## src/rtl/jtag_host_ctrl_pkg.sv

```systemverilog
// ============================================================================
// Module : jtag_host_ctrl_pkg
// Brief  : Shared encodings for the JTAG host: command opcodes, FSM states,
//          and the test-logic-reset sequence length.
// Rev    : 1.0  initial release
// ============================================================================
`default_nettype none

package jtag_host_ctrl_pkg;

    localparam logic [1:0] c_op_tlr_reset = 2'b00;
    localparam logic [1:0] c_op_run_idle  = 2'b01;
    localparam logic [1:0] c_op_shift_ir  = 2'b10;
    localparam logic [1:0] c_op_shift_dr  = 2'b11;

    // TCK rises with TMS=1 that force any TAP into Test-Logic-Reset
    localparam int c_tlr_len = 5;

    typedef enum logic [3:0] {
        ST_INIT_TLR = 4'd0,
        ST_IDLE     = 4'd1,
        ST_RUN      = 4'd2,
        ST_SEL_DR   = 4'd3,
        ST_SEL_IR   = 4'd4,
        ST_CAPTURE  = 4'd5,
        ST_SHIFT    = 4'd6,
        ST_EXIT1    = 4'd7,
        ST_UPDATE   = 4'd8,
        ST_RSP      = 4'd9
    } state_t;

endpackage

`default_nettype wire

```

## src/rtl/jtag_host_ctrl_tck.sv

```systemverilog
// ============================================================================
// Module : jtag_host_tck_gen
// Brief  : TCK divider. Toggles TCK every CLK_DIV clocks while enabled and
//          flags the clock cycle whose closing edge makes TCK rise or fall.
// Rev    : 1.0  initial release
// ============================================================================
`default_nettype none

module jtag_host_tck_gen #(
    parameter int CLK_DIV = 4
) (
    input  logic clk,
    input  logic rst,
    input  logic i_en,
    output logic o_tck,
    output logic o_rise,
    output logic o_fall
);

    localparam int c_cnt_w = (CLK_DIV > 1) ? $clog2(CLK_DIV) : 1;

    logic [c_cnt_w-1:0] r_cnt;
    logic               r_tck;
    logic               w_wrap;

    assign w_wrap = i_en && (r_cnt == c_cnt_w'(CLK_DIV - 1));

    // Disabling restarts the divider so the next enabled phase is a full low half-period
    always_ff @(posedge clk or posedge rst) begin
        if (rst) begin
            r_cnt <= '0;
            r_tck <= 1'b0;
        end else if (!i_en) begin
            r_cnt <= '0;
            r_tck <= 1'b0;
        end else if (w_wrap) begin
            r_cnt <= '0;
            r_tck <= ~r_tck;
        end else begin
            r_cnt <= r_cnt + c_cnt_w'(1);
        end
    end

    assign o_tck  = r_tck;
    assign o_rise = w_wrap & ~r_tck;
    assign o_fall = w_wrap &  r_tck;

endmodule

`default_nettype wire

```

## src/rtl/jtag_host_ctrl.sv

```systemverilog
// ============================================================================
// Module : jtag_host_ctrl
// Brief  : JTAG TAP host. Converts TLR/RUN/SHIFT_IR/SHIFT_DR commands into
//          TCK/TMS/TDI activity and returns captured TDO.
//          Optional macro JTAG_HOST_TRST_EN adds the trst_n pin.
// Rev    : 1.0  initial release
// ============================================================================
`default_nettype none

module jtag_host_ctrl
    import jtag_host_ctrl_pkg::*;
#(
    parameter int CLK_DIV = 4,
    parameter int MAX_LEN = 64,
    parameter int LEN_W   = 7
) (
    input  logic               clk,
    input  logic               rst,
    input  logic               cmd_val,
    output logic               cmd_rdy,
    input  logic [1:0]         cmd_op,
    input  logic [LEN_W-1:0]   cmd_len,
    input  logic [MAX_LEN-1:0] cmd_data,
    output logic               rsp_val,
    input  logic               rsp_rdy,
    output logic [MAX_LEN-1:0] rsp_data,
    output logic               busy,
    output logic               tck,
    output logic               tms,
    output logic               tdi,
`ifdef JTAG_HOST_TRST_EN
    output logic               trst_n,
`endif
    input  logic               tdo
);

    state_t             r_state;
    logic               r_tck_en;
    logic               r_tms;
    logic               r_tdi;
    logic               r_cmd_rdy;
    logic               r_rsp_val;
    logic               r_is_ir;
    logic [LEN_W-1:0]   r_len;
    logic [LEN_W-1:0]   r_cnt;
    logic [MAX_LEN-1:0] r_sr;
    logic [MAX_LEN-1:0] r_cap;
    logic [MAX_LEN-1:0] r_rsp_data;
    logic               w_tck;
    logic               w_rise;
    logic               w_fall;
    logic               w_fire;
    logic [LEN_W-1:0]   w_len_sat;

`ifdef JTAG_HOST_TRST_EN
    localparam int c_trst_clks = 4 * CLK_DIV;
    logic        r_trst_n;
    logic [15:0] r_wait;
`endif

    jtag_host_tck_gen #(
        .CLK_DIV (CLK_DIV)
    ) u_tck_gen (
        .clk    (clk),
        .rst    (rst),
        .i_en   (r_tck_en),
        .o_tck  (w_tck),
        .o_rise (w_rise),
        .o_fall (w_fall)
    );

    assign w_fire    = cmd_val & r_cmd_rdy;
    assign w_len_sat = (cmd_len > LEN_W'(MAX_LEN)) ? LEN_W'(MAX_LEN) : cmd_len;

    // Each state covers whole TCK periods; TMS/TDI for the next period are
    // loaded on the fall strobe so they only ever move with TCK's falling edge.
    always_ff @(posedge clk or posedge rst) begin
        if (rst) begin
            r_state    <= ST_INIT_TLR;
            r_tms      <= 1'b1;
            r_tdi      <= 1'b0;
            r_cmd_rdy  <= 1'b0;
            r_rsp_val  <= 1'b0;
            r_rsp_data <= '0;
            r_is_ir    <= 1'b0;
            r_len      <= '0;
            r_cnt      <= '0;
            r_sr       <= '0;
            r_cap      <= '0;
`ifdef JTAG_HOST_TRST_EN
            r_tck_en   <= 1'b0;
            r_trst_n   <= 1'b0;
            r_wait     <= '0;
`else
            r_tck_en   <= 1'b1;
`endif
        end else begin
            case (r_state)
                ST_INIT_TLR: begin
`ifdef JTAG_HOST_TRST_EN
                    if (!r_trst_n) begin
                        if (r_wait == 16'(c_trst_clks - 1)) begin
                            r_trst_n <= 1'b1;
                            r_tck_en <= 1'b1;
                            r_wait   <= '0;
                        end else begin
                            r_wait <= r_wait + 16'd1;
                        end
                    end else
`endif
                    if (w_fall) begin
                        if (r_cnt == LEN_W'(c_tlr_len)) begin
                            r_tck_en  <= 1'b0;
                            r_cnt     <= '0;
                            r_cmd_rdy <= 1'b1;
                            r_state   <= ST_IDLE;
                        end else begin
                            r_cnt <= r_cnt + LEN_W'(1);
                            r_tms <= (r_cnt != LEN_W'(c_tlr_len - 1));
                        end
                    end
                end

                ST_IDLE: begin
                    if (w_fire) begin
                        r_cnt <= '0;
                        case (cmd_op)
                            c_op_tlr_reset: begin
                                r_tms     <= 1'b1;
                                r_cmd_rdy <= 1'b0;
                                r_state   <= ST_INIT_TLR;
`ifdef JTAG_HOST_TRST_EN
                                r_trst_n  <= 1'b0;
                                r_wait    <= '0;
                                r_tck_en  <= 1'b0;
`else
                                r_tck_en  <= 1'b1;
`endif
                            end
                            c_op_run_idle: begin
                                if (cmd_len != '0) begin
                                    r_len     <= cmd_len;
                                    r_tms     <= 1'b0;
                                    r_tck_en  <= 1'b1;
                                    r_cmd_rdy <= 1'b0;
                                    r_state   <= ST_RUN;
                                end
                            end
                            default: begin
                                r_is_ir   <= (cmd_op == c_op_shift_ir);
                                r_len     <= w_len_sat;
                                r_sr      <= cmd_data;
                                r_cap     <= '0;
                                r_cmd_rdy <= 1'b0;
                                if (w_len_sat == '0) begin
                                    r_rsp_val  <= 1'b1;
                                    r_rsp_data <= '0;
                                    r_state    <= ST_RSP;
                                end else begin
                                    r_tms    <= 1'b1;
                                    r_tck_en <= 1'b1;
                                    r_state  <= ST_SEL_DR;
                                end
                            end
                        endcase
                    end
                end

                ST_RUN: begin
                    if (w_fall) begin
                        if (r_cnt == r_len - LEN_W'(1)) begin
                            r_tck_en  <= 1'b0;
                            r_cmd_rdy <= 1'b1;
                            r_state   <= ST_IDLE;
                        end else begin
                            r_cnt <= r_cnt + LEN_W'(1);
                        end
                    end
                end

                ST_SEL_DR: begin
                    if (w_fall) begin
                        if (r_is_ir) begin
                            r_state <= ST_SEL_IR;
                        end else begin
                            r_tms   <= 1'b0;
                            r_state <= ST_CAPTURE;
                        end
                    end
                end

                ST_SEL_IR: begin
                    if (w_fall) begin
                        r_tms   <= 1'b0;
                        r_state <= ST_CAPTURE;
                    end
                end

                // Two TMS=0 periods: Select->Capture, then Capture->Shift
                ST_CAPTURE: begin
                    if (w_fall) begin
                        if (r_cnt == '0) begin
                            r_cnt <= LEN_W'(1);
                        end else begin
                            r_cnt   <= '0;
                            r_tms   <= (r_len == LEN_W'(1));
                            r_tdi   <= r_sr[0];
                            r_state <= ST_SHIFT;
                        end
                    end
                end

                ST_SHIFT: begin
                    if (w_rise) begin
                        for (int i = 0; i < MAX_LEN; i++) begin
                            if (r_cnt == LEN_W'(i)) begin
                                r_cap[i] <= tdo;
                            end
                        end
                    end
                    if (w_fall) begin
                        if (r_cnt == r_len - LEN_W'(1)) begin
                            r_tms   <= 1'b1;
                            r_tdi   <= 1'b0;
                            r_state <= ST_EXIT1;
                        end else begin
                            r_cnt <= r_cnt + LEN_W'(1);
                            r_sr  <= r_sr >> 1;
                            r_tdi <= r_sr[1];
                            r_tms <= (r_cnt + LEN_W'(2) == r_len);
                        end
                    end
                end

                ST_EXIT1: begin
                    if (w_fall) begin
                        r_tms   <= 1'b0;
                        r_state <= ST_UPDATE;
                    end
                end

                ST_UPDATE: begin
                    if (w_rise) begin
                        r_rsp_val  <= 1'b1;
                        r_rsp_data <= r_cap;
                        r_state    <= ST_RSP;
                    end
                end

                // Leave only once the response is taken and TCK has parked low
                ST_RSP: begin
                    if (w_fall) begin
                        r_tck_en <= 1'b0;
                    end
                    if (r_rsp_val && rsp_rdy) begin
                        r_rsp_val <= 1'b0;
                    end
                    if ((!r_rsp_val || rsp_rdy) && (!r_tck_en || w_fall)) begin
                        r_cmd_rdy <= 1'b1;
                        r_state   <= ST_IDLE;
                    end
                end

                default: begin
                    r_tck_en  <= 1'b0;
                    r_cmd_rdy <= 1'b1;
                    r_state   <= ST_IDLE;
                end
            endcase
        end
    end

    assign cmd_rdy  = r_cmd_rdy;
    assign busy     = ~r_cmd_rdy;
    assign rsp_val  = r_rsp_val;
    assign rsp_data = r_rsp_data;
    assign tck      = w_tck;
    assign tms      = r_tms;
    assign tdi      = r_tdi;
`ifdef JTAG_HOST_TRST_EN
    assign trst_n   = r_trst_n;
`endif

endmodule

`default_nettype wire

```

## config.mk

```make
export PLATFORM = sky130hd
export DESIGN_NAME = jtag_host_ctrl
export DESIGN_NICKNAME = d
export VERILOG_FILES = /design/src/rtl/jtag_host_ctrl_pkg.sv /design/src/rtl/jtag_host_ctrl_tck.sv /design/src/rtl/jtag_host_ctrl.sv
export SDC_FILE = /design/constraint.sdc
export NUM_CORES = 1
export LEC_CHECK = 0
export CAP_MARGIN = 20
export CORE_ASPECT_RATIO = 0.75
export CORE_UTILIZATION = 50
export DETAILED_ROUTE_END_ITERATION = 10
export HOLD_SLACK_MARGIN = 0.1
export PLACE_DENSITY = 0.74
export SLEW_MARGIN = 20
export SYNTH_ARGS = -nofsm -noshare
export SYNTH_HDL_FRONTEND = slang
export SYNTH_SLANG_ARGS = --single-unit
```

## constraint.sdc

```tcl
create_clock -name clk -period 21.5 [get_ports clk]
set_input_delay 4.3 -clock clk [delete_from_list [all_inputs] [get_ports clk]]
set_output_delay 4.3 -clock clk [all_outputs]
set_load 0.02 [all_outputs]
```

Word-level counts from Yosys, hierarchy flattened
Cells that the tools add are included.
- equality and inequality tests: 172
- bitwise logic cells: 8
- add/subtract/negate cells: 4
- reduce and logical (&&, ||, !) cells: 97
- order comparisons: 1
- mux-type cells: 153
- operator list (kind ; count):
    $mux W64 ; 11
    $pmux W64 S2 ; 3
    $reduce_and A5 Y1 ; 66
    $eq A7 B6 Y1 const B ; 32
    $ne A2 B2 Y1 const B ; 86
    $eq A7 B5 Y1 const B ; 16
    $mux W1 ; 102
    $mux W4 ; 16
    $eq A7 B4 Y1 const B ; 8
    $mux W7 ; 8
    $pmux W4 S10 ; 1
    $eq A7 B3 Y1 const B ; 4
    $pmux W7 S4 ; 1
    $eq A4 B3 Y1 const B ; 4
    $reduce_and A15 Y1 ; 1
    $eq A7 B1 Y1 const B ; 2
    $eq A7 B2 Y1 const B ; 2
    $eq A7 B7 Y1 ; 2
    $logic_not A7 Y1 ; 2
    $pmux W7 S2 ; 1
    $reduce_and A12 Y1 ; 1
    $reduce_and A6 Y1 ; 2
    $ne A2 B1 Y1 const B ; 5
    $pmux W1 S5 ; 2
    other kinds (36) ; 57
- bits in registers: 219
- input bits: 78
- output and inout port bits: 70

Longest topological paths before layout
- word-level depth: 7
- gate-level depth with buffers: 10
- mapped depth without buffers: 8

Cells and area by module
A second synthesis with hierarchy kept.
- cells, all modules: 963
- area total of the unflattened synthesis: 10045.9 µm²
- modules (own cells, without submodules) (module ; cells each ; sequential area each (µm²) ; area an instance (µm²) ; times used):
    jtag_host_ctrl ; 951 ; 5407.7 ; 9907.0 ; 1
    jtag_host_tck_gen ; 12 ; 75.1 ; 138.9 ; 1

Worst setup path before layout
No wires, ideal clock.
- kind: in2reg
- start: in cmd_len[2]
- end: reg r_rsp_data[0] (netlist: rsp_data[0])
- arrival time: 6.100 ns
- data required time: 21.379 ns
- path slack: 15.279 ns
- library setup time: 0.121 ns
- stages on the path: 7
- cells stage by stage: nor4_1 -> and3_1 -> a21oi_1 -> or4_1 -> clkbuf_1 -> clkbuf_1 -> a22o_1
- word-level cells in the longest chain between the ends: 5
- RTL lines (item ; line ; text):
    from (decl) ; jtag_host_ctrl.sv:22 ; input logic [LEN_W-1:0] cmd_len,
    $gt A7 B7 Y1 ; jtag_host_ctrl.sv:73 ; assign w_len_sat = (cmd_len > LEN_W'(MAX_LEN)) ? LEN_W'(MAX_LEN) : cmd_len;
    $mux W7 (*) ; jtag_host_ctrl.sv:73 ;
    $logic_not A7 Y1 (*) ; jtag_host_ctrl.sv:155 ; if (w_len_sat == '0) begin
    $ne A2 B2 Y1 (no source line) (*) ; n/a ;
    $reduce_and A5 Y1 (no source line) (*) ; n/a ;
    to (signal assigned) ; jtag_host_ctrl.sv:245 ; r_rsp_data <= r_cap;
    to (decl) ; jtag_host_ctrl.sv:48 ; logic [MAX_LEN-1:0] r_rsp_data;
Every way passes the cells marked *; elsewhere a longest branch is shown, timed or not.
A chain may end at the register's enable or synchronous reset.

Worst setup path in the final report
- start: in cmd_len[2]
- end: reg r_rsp_data[24] (netlist: rsp_data[24])
The elaborated chain is that of the path after synthesis.

==> flow_summary.ini <==
[critical_path]
crit_path_top_delay_cell = nor4_1
reg2reg_to = r_sr[4]
critPathCaptureType = flop
crit_type = in2reg
max_stage_delay_ns = 0.60
reg2reg_depth = 10
path_cells = clkdlybuf4s50_1 > nor4_1 > and3_1 > a21oi_1 > or4_2 > buf_4 > a22o_1
worst-endpoint-required_ns = 21.90
startpoint_type = input pin
cp.buffers_inverters = 2
path_max_fanout = 65
worstPathArrival_ns = 7.10
cpLargestDelayFamily = simple AND/OR/NAND/NOR gates
r2r_start = r_len[0]
r2r_slack_ns = 17.93

[floorplanning]
io_pins = 148
die_height_um = 125
die_w_um = 166
start_util_pct = 51.7
fp-row-count = 44
die-area_mm2 = 0.0208
core_mm2 = 0.0196

[timing]
rsz0062_at_grt = false
drv_slew = 0
setup-violations-final = 0
setup_tns_ns = 0
finalCriticalPeriod_ns = 6.70
worstMarginPinSlew_ns = 0.984
hold_violations = 0
period_share_pct = 31.2
slew_headroom_pct = 34.4
fmax_mhz = 149
skew_ns = 0.0137

[clock_tree]
clk_latency_ns = 0.52
hold_buffers = 0
postCtsSetupBuffers = 0
cts_tree = yes
htreeDepth = 1
clkTransAtPathRegs_ns = 0.06
clock-sinks = 219
cts_made_buffers = 22
root_buffer = clkbuf_16
post_cts_resized = 0
clockBufferDepth = 3

[logic_synthesis]
synth_area_leaders = dfrtp_1 54%, o21ai_0 6.9%, a22o_1 5.5%
synthFlopType = dfrtp_1
yosysWarnings = 0
synth_nets = 1053
seq_area_frac_synth_pct = 54.1
syn_inst = 967
yosysTopAreaCell = dfrtp_1
synth_area_mm2 = 0.0101
synth_most_common_cell = dfrtp_1
synth_top_area_share_pct = 53.6
ys_seq_elements = 219
synthDistinctLibCells = 65
synth_edf_count = 0
synthTopCellsByCount = 217 x dfrtp_1, 139 x o21ai_0, 71 x a21oi_1
synthArstFlopShare_pct = 100
syn_area_per_cell_um2 = 10.5

[routing]
drc = 11
via_count = 8296
drt.antenna.violating_nets = 0
first_pass_iters = 11
drt_iter0_drc = 1100
wirelength_um = 26900
post_drt_via_cell_ratio = 6.20
wire_per_inst_um = 20.1

[hold_path]
hp-class = reg2reg
hold_path.startpoint = u_tck_gen.r_cnt[0]
hold_end = u_tck_gen.r_cnt[0]
min_path_cells = 1

[status]
failed_checks = DRC
status = finished with violations

[power]
ir_worst_vdd_uv = 40.0
p_leak_nw = 5.41
powerDensity_mw_per_mm2 = 65.1

[final_layout]
fin_cells = 1338
areaGrowthSynthToFinish_pct = 23.0
layout.filler_cells = 1562
nets = 1156
drive_gt1_share_pct = 6.45
n_antenna_cell = 0

[global_routing]
grt.total_usage_pct = 26.3
grt_pass1_wl_um = 44000
grt_start_max_net_pins = 79
overflow = 0
antenna_found_initial = 0
grt_pass1_vias = 7939

[job]
drv_cap = 0

[placed_design]
dp_hpwl_um = 17800
dpl.cell_count = 1299
gp_congestion = 0.925
portBuffers = 147
layout make-up:
class,count,area [um2],share of cell area (%)
tap,253,317,2.54
clock inverter,5,42.5,0.341
inverter,14,60.1,0.482
clock buffer,34,666,5.34
multi-input combinational,653,4320,34.7
timing repair buffer,160,1570,12.6
sequential,219,5480,44.0
worst max-delay path by stage:
stage	endpoint	start	cells past startpoint
after floorplan	cmd_rdy	rst	1
after global routing	r_is_ir	rst	4
after CTS	rsp_data[37]	cmd_len[2]	7
after global placement	r_is_ir	rst	4
final	rsp_data[24]	cmd_len[2]	7
after detailed placement	rsp_data[58]	cmd_len[2]	7
layer usage:
| metal | track usage, % | wire length (um) |
|---|---|---|
| met5 | 0 | 0 |
| met4 | 4.85 | 275 |
| met3 | 6.65 | 2550 |
| met2 | 35.8 | 11000 |
| met1 | 42.1 | 13100 |
worst register-to-register path: stages, from the launching register on:
cell and delay [ns]:
dfrtp_1 0.51, inv_1 0.08, ha_1 0.26, nand2b_1 0.18, o211a_1 0.14, o31a_1 0.33
o311ai_4 0.29, buf_4 0.57, nand2_2 0.43, buf_4 0.40, o21a_1 0.27
per-stage QoR:
stage | setup WS (ns) | hold slack (ns) | util, % | power, mW | instance area, um2
CTS | 14.91 | 0.442 | 63.5 | 0.816 | 12500
global route | 14.66 | 0.456 | 63.6 | 0.833 | 12500
global placement | 14.46 | 0.431 | 59.9 | 0.445 | 11700
detailed placement | 14.40 | 0.430 | 59.9 | 0.445 | 11700
finish | 14.80 | 0.437 | 63.6 | 0.811 | 12500
floorplan | 11.21 | 0.414 | - | 0.427 | 10100
layout by cell type (no fill, tap or decap), types with 5 or more instances in the layout:
cell / count
a21oi_1: 71
a22o_1: 64
a31oi_1: 10
and2_1: 15
and3_1: 6
buf_4: 13
clkbuf_1: 5
clkbuf_16: 22
clkbuf_8: 7
clkdlybuf4s50_1: 147
dfrtp_1: 217
ha_1: 8
inv_1: 13
mux2i_1: 5
nand2_1: 50
nand2b_1: 9
nand3_1: 12
nand4_1: 5
nor2_1: 18
nor2b_1: 11
nor3_1: 6
nor3b_1: 5
o21a_1: 65
o21ai_0: 139
o21ai_1: 7
o22a_1: 63
xnor2_1: 7
xor2_1: 6
cell families (layout without fill, tap and decap cells):
family,Yosys count,after routing,share of synthesized area [%]
AOI/OAI and AO/OA,459,459,30.4
adders and majority gates,8,8,0.988
buffers and inverters,95,213,3.72
DFF,219,219,54.1
xor gates and xnor gates,13,13,1.12
muxes,7,7,0.716
and+or+nand+nor,166,166,8.93
state kept, by name (all words and copies together) (netlist names):
name,cells
r_tck_en,1
tms,1
r_cnt,7
u_tck_gen.r_cnt,2
rsp_val,1
tdi,1
r_cap,64
r_state,4
u_tck_gen.o_tck,1
r_is_ir,1
rsp_data,64
r_len,7
cmd_rdy,1
r_sr,64
power breakdown:
part	leakage (nW)	internal, mW	total (mW)	switching [mW]
clock	0.346	0.214	0.374	0.160
sequential	3.03	0.412	0.412	0
combinational	2.03	0.0129	0.0245	0.0116
total	5.41	0.639	0.811	0.172
(Power assumes the default switching activity.)
